## src/rtl/div_unit.sv

```systemverilog
// Iterative radix-2 restoring divider for MIPS DIV/DIVU; one quotient bit per cycle.
// Optional build macro: DIV_EARLY_OUT_EN (skip iteration when |a| < |b|).
module div_unit #(
  parameter int WIDTH = 32
) (
  input  logic             clk,
  input  logic             rst,
  input  logic             start,
  input  logic             signed_div,
  input  logic             annul,
  input  logic [WIDTH-1:0] a,
  input  logic [WIDTH-1:0] b,
  output logic             stall_req,
  output logic             busy,
  output logic             done,
  output logic [WIDTH-1:0] hi,
  output logic [WIDTH-1:0] lo
);

  localparam int CW = $clog2(WIDTH + 1);
  localparam int MSB = WIDTH - 1;

  localparam logic [1:0] IDLE = 2'd0;
  localparam logic [1:0] RUN  = 2'd1;
  localparam logic [1:0] DONE = 2'd2;

  logic [1:0]       state;
  logic [CW-1:0]    cnt;
  logic [WIDTH:0]   rem;
  logic [WIDTH-1:0] quo;
  logic [WIDTH-1:0] dvs;
  logic             qs;
  logic             rs;

  logic [WIDTH-1:0] aMag;
  logic [WIDTH-1:0] bMag;
  logic [WIDTH+1:0] remShift;
  logic [WIDTH+1:0] trial;
  logic [WIDTH:0]   remNext;
  logic [WIDTH-1:0] quoNext;
  logic [WIDTH-1:0] quoRes;
  logic [WIDTH-1:0] remRes;

  always_comb begin
    aMag = (signed_div && a[MSB]) ? -a : a;
    bMag = (signed_div && b[MSB]) ? -b : b;

    // Trial subtraction is one bit wider than the shifted remainder so the borrow is explicit.
    remShift = {rem, quo[MSB]};
    trial    = remShift - {2'b00, dvs};
    remNext  = trial[WIDTH+1] ? remShift[WIDTH:0] : trial[WIDTH:0];
    quoNext  = {quo[WIDTH-2:0], ~trial[WIDTH+1]};

    quoRes = qs ? -quoNext : quoNext;
    remRes = rs ? -remNext[WIDTH-1:0] : remNext[WIDTH-1:0];

    stall_req = ((state == IDLE) && start && !annul) || (state == RUN);
  end

  always_ff @(posedge clk) begin
    if (!rst) begin
      state <= IDLE;
      busy  <= 1'b0;
      done  <= 1'b0;
      hi    <= '0;
      lo    <= '0;
      cnt   <= '0;
      rem   <= '0;
      quo   <= '0;
      dvs   <= '0;
      qs    <= 1'b0;
      rs    <= 1'b0;
    end else begin
      done <= 1'b0;
      case (state)
        IDLE: begin
          if (start && !annul) begin
            qs   <= signed_div & (a[MSB] ^ b[MSB]);
            rs   <= signed_div & a[MSB];
            dvs  <= bMag;
            quo  <= aMag;
            rem  <= '0;
            busy <= 1'b1;
            if (b == '0) begin
              state <= DONE;
              done  <= 1'b1;
              lo    <= '1;
              hi    <= a;
            end
`ifdef DIV_EARLY_OUT_EN
            else if (aMag < bMag) begin
              state <= DONE;
              done  <= 1'b1;
              lo    <= '0;
              hi    <= a;
            end
`endif
            else begin
              state <= RUN;
              cnt   <= CW'(WIDTH);
            end
          end
        end
        RUN: begin
          if (annul) begin
            state <= IDLE;
            busy  <= 1'b0;
          end else begin
            rem <= remNext;
            quo <= quoNext;
            cnt <= cnt - CW'(1);
            if (cnt == CW'(1)) begin
              state <= DONE;
              done  <= 1'b1;
              lo    <= quoRes;
              hi    <= remRes;
            end
          end
        end
        DONE: begin
          state <= IDLE;
          busy  <= 1'b0;
        end
        default: begin
          state <= IDLE;
          busy  <= 1'b0;
        end
      endcase
    end
  end

endmodule

```

## config.mk

```make
export PLATFORM = sky130hd
export DESIGN_NAME = div_unit
export DESIGN_NICKNAME = d
export VERILOG_FILES = /design/src/rtl/div_unit.sv
export SDC_FILE = /design/constraint.sdc
export NUM_CORES = 1
export LEC_CHECK = 0
export BUFFER_PORTS_ARGS = -buffer_cell sky130_fd_sc_hd__buf_2
export CORE_AREA = 2 2 160 162
export CTS_CLUSTER_SIZE = 8
export DETAILED_ROUTE_END_ITERATION = 16
export DIE_AREA = 0 0 162 164
export MAX_ROUTING_LAYER = met4
export PLACE_DENSITY = 0.78
export RECOVER_POWER = 100
export SYNTH_ARGS = -nofsm -noshare
export SYNTH_HDL_FRONTEND = slang
export SYNTH_SLANG_ARGS = --single-unit
export TNS_END_PERCENT = 1
```

## constraint.sdc

```tcl
create_clock -name clk -period 4.9 [get_ports clk]
set_input_delay 0.49 -clock clk [delete_from_list [all_inputs] [get_ports clk]]
set_output_delay 0.49 -clock clk [all_outputs]
set_load 0.02 [all_outputs]
```

==> run_results.csv <==
group,metric,value,unit
outcome,status,"finished, violations left",
outcome,violations,"max-capacitance violations, max-slew violations",
pwr,ir_drop,0.000198,V
synth,seq_area_frac_synth,0.284,
synth,synth_fp_nets,1744,
cts,cts_resized,0,
sta,worstMarginPinSlew,1.93,ns
cts,cts_root_buffer,"clkbuf_16",
synth,synth_edf_count,0,
die,dieArea,26600,um^2
sta,fin_skew,0.0155,ns
setup_path,cp.required,5.21,ns
die,ios,136,
global_route,gr-total-overflow,0,
drt,dr.first_iter.drc_count,1055,
pwr,power_density,280,nW/um^2
cts,post_cts_buffers,0,
cts,clk_latency,0.45,ns
drt,viasPerCell,6.05,
die,die_w,162,um
setup_path,cp_slowest_cell,"or4b_1",
global_route,grt_max_degree,92,
synth,synth_cells,1636,
global_route,grt_pass1_wl,59300,um
sta,fmax,218,MHz
setup_path,worst_path_most_repeated_cell,"ha_1",
cells_and_area,drive_above_1_share,0.0985,
setup_path,cp_num_buf_inv,1,
setup_path,max_stage_delay,0.73,ns
sta,relSlewSlack,-0.285,
global_route,antenna_found_initial,0,
cts,clk_pin_slew,0.08,ns
die,die_h,164,um
synth,syn_area_per_cell,7.45,um^2
cts,htree_levels,4,
placed_design,finalWeightedCongestion,0.917,
setup_path,worst-path-max-fanout,9,
setup_path,endpoint_kind,"flop",
setup_path,worstReg2RegStart,"rem[15]$_SDFFE_PN0P_",
setup_path,startpoint_type,"flop",
synth,synth_top_area_frac,0.284,
cts,hold_buffers,0,
pwr,leakage,0.00512,uW
sta,hold_viol,0,
setup_path,cp-startpoint,"rem[15]$_SDFFE_PN0P_",
sta,fin_crit,4.60,ns
synth,yosys.area.top_type,"dfxtp_1",
synth,synth_area,12200,um^2
setup_path,r2r-end,"hi[24]$_SDFFE_PN0P_",
sta,setup_tns,0,ns
placed_design,place_hpwl,27400,um
drt,wl_per_cell,18.0,um
setup_path,rrSetupSlack,0.30,ns
synth,yosysWarnings,0,
cts,cts_tree,"yes",
sta,grt_setup_unrepaired,"no",
setup_path,crit_family,"simple AND/OR/NAND/NOR gates",
cells_and_area,area_delta_synth_final,11.7,%
global_route,grt_pass1_vias,11500,
placed_design,numPlacedInstances,2034,
synth,synthArstFlopShare,0,
setup_path,cp.arrival,4.90,ns
drt,drt_pass1_iterations,6,
synth,synth_flop_cell,"dfxtp_1",
min_path,min_delay_path_depth,3,
cells_and_area,fin_cells,2066,
global_route,grt_use_total,0.283,
cells_and_area,finalNetCount,1831,
flow_run,cap_violations,5,
placed_design,port_buffers,135,
die,start_util,0.491,
sta,setup_viol,0,
drt,ant_nets,0,
synth,synth_seq_cells,173,
synth,synth.distinct_cells,92,
die,fp-row-count,58,
cts,cts.sink_count,173,
setup_path,path_cells,"ha_1, nand4_1, or2_4, a2111oi_4, o32a_4, o21a_2, nor2_8, inv_2, nor2_1, a21oi_1, ha_1, and4b_1, mux2i_1, or4b_1, o31ai_4, xnor2_1, a21oi_2",
cts,clockBufferDepth,2,
cells_and_area,final_util,0.548,
die,fp.coreArea,24800,um^2
sta,period_share,0.938,
setup_path,worstSetupPathType,"reg -> reg",
drt,vias,12500,
setup_path,path_depth,17,
min_path,hp-class,"in -> reg",
synth,synthTopCellsByArea,"dfxtp_1 28%, nor2_1 7.1%, a21oi_1 6.6%",
cells_and_area,diodes,0,
sta,maxSlewViolCount,348,
setup_path,worstRegToRegCells,17,
drt,drcViolationCount,0,
cts,cts_buffers,17,
drt,totalWireLength,37100,um
setup_path,endpoint,"hi[24]$_SDFFE_PN0P_",
cells_and_area,fillers,2468,
-- metal layers --
layer,track usage,vias to the layer above,share of wire
li1,-,6137,-
met1,0.374,5783,0.45
met2,0.451,503,0.45
met3,0.0343,70,0.068
met4,0.0945,0,0.025
met5,-,-,0
-- synthesized netlist by cell type (27+ instances only) --
| cell type | instances |
|---|---|
| nand3_1 | 27 |
| xor2_1 | 79 |
| nor2_1 | 230 |
| a21oi_1 | 161 |
| ha_1 | 38 |
| inv_1 | 58 |
| o31ai_1 | 35 |
| dfxtp_1 | 173 |
| a211oi_1 | 56 |
| xnor2_1 | 41 |
| nor3_1 | 46 |
| nand2_1 | 134 |
| clkbuf_1 | 80 |
| o21ai_0 | 103 |
-- cells in the final DEF (no fill, tap or decap), drive strengths merged, types with 25 or more instances in the layout --
cell and n:
clkbuf 93, buf 97, ha 38, xor2 79, inv 66, xnor2 41, nor3 48, nand3 27
nor2 231, dfxtp 173, o31ai 36, a211oi 56, o21ai 112, mux2i 25, a21oi 169, nand2 135
-- power by group --
part | switching [uW] | internal, uW | total (uW) | leakage, uW
Sequential | 52.4 | 1460 | 1510 | 0.00140
Combinational | 589 | 319 | 908 | 0.00344
Clock | 628 | 763 | 1390 | 0.000277
Total | 1270 | 2540 | 3810 | 0.00512
-- state kept, by name (all words and copies together) (netlist names), 2 cells and up --
signal,count
cnt,6
dvs,32
hi,32
lo,32
quo,32
rem,33
state,2
-- cell families (layout without fill, tap and decap cells) --
group,count (synthesis),in the layout,synth area share
AND/OR/NAND/NOR,578,578,0.223
AO/OA/AOI/OAI,534,534,0.288
flip-flops,173,173,0.284
buffers and inverters,163,263,0.0533
XOR/XNOR,120,120,0.0862
adder cells (fa/ha/maj),39,39,0.0407
multiplexers,29,29,0.0242
-- area by class of cell --
class	count	area [um^2]	share of cell area
Clock buffer	19	433	0.0318
Clock inverter	13	151	0.0111
Inverter	60	228	0.0167
Multi-Input combinational cell	1300	8080	0.594
Sequential cell	173	3460	0.254
Tap cell	330	413	0.0303
Timing Repair Buffer	171	840	0.0617
-- worst reg2reg max path: stages, from the launching register on --
cell and delay (ns):
dfxtp_1 0.37, ha_1 0.48, nand4_1 0.21, or2_4 0.31, a2111oi_4 0.37, o32a_4 0.27
o21a_2 0.19, nor2_8 0.06, inv_2 0.08, nor2_1 0.04, a21oi_1 0.20, ha_1 0.27
and4b_1 0.24, mux2i_1 0.10, or4b_1 0.73, o31ai_4 0.31, xnor2_1 0.16, a21oi_2 0.07
-- worst min-delay path by stage --
stage                              start                   end
floorplan           dvs[21]$_SDFFE_PN0P_  dvs[21]$_SDFFE_PN0P_
global placement    dvs[22]$_SDFFE_PN0P_  dvs[22]$_SDFFE_PN0P_
detailed placement  dvs[31]$_SDFFE_PN0P_  dvs[31]$_SDFFE_PN0P_
CTS                                 b[0]   dvs[0]$_SDFFE_PN0P_
global route                        b[0]   dvs[0]$_SDFFE_PN0P_
finish                              b[0]   dvs[0]$_SDFFE_PN0P_
-- stage by stage --
stage               total power (uW)  setup WS (ns)  hold slack [ns]  instance area (um^2)
detailed placement              2430          0.412            0.457                 13200
finish                          3810          0.303            0.323                 13600
floorplan                       2170          0.135            0.432                 12200
CTS                             3800          0.391            0.320                 13700
global route                    3970         0.0576            0.327                 13600
global placement                2420          0.522            0.442                 13200
Power figures use the tool's default switching activity.
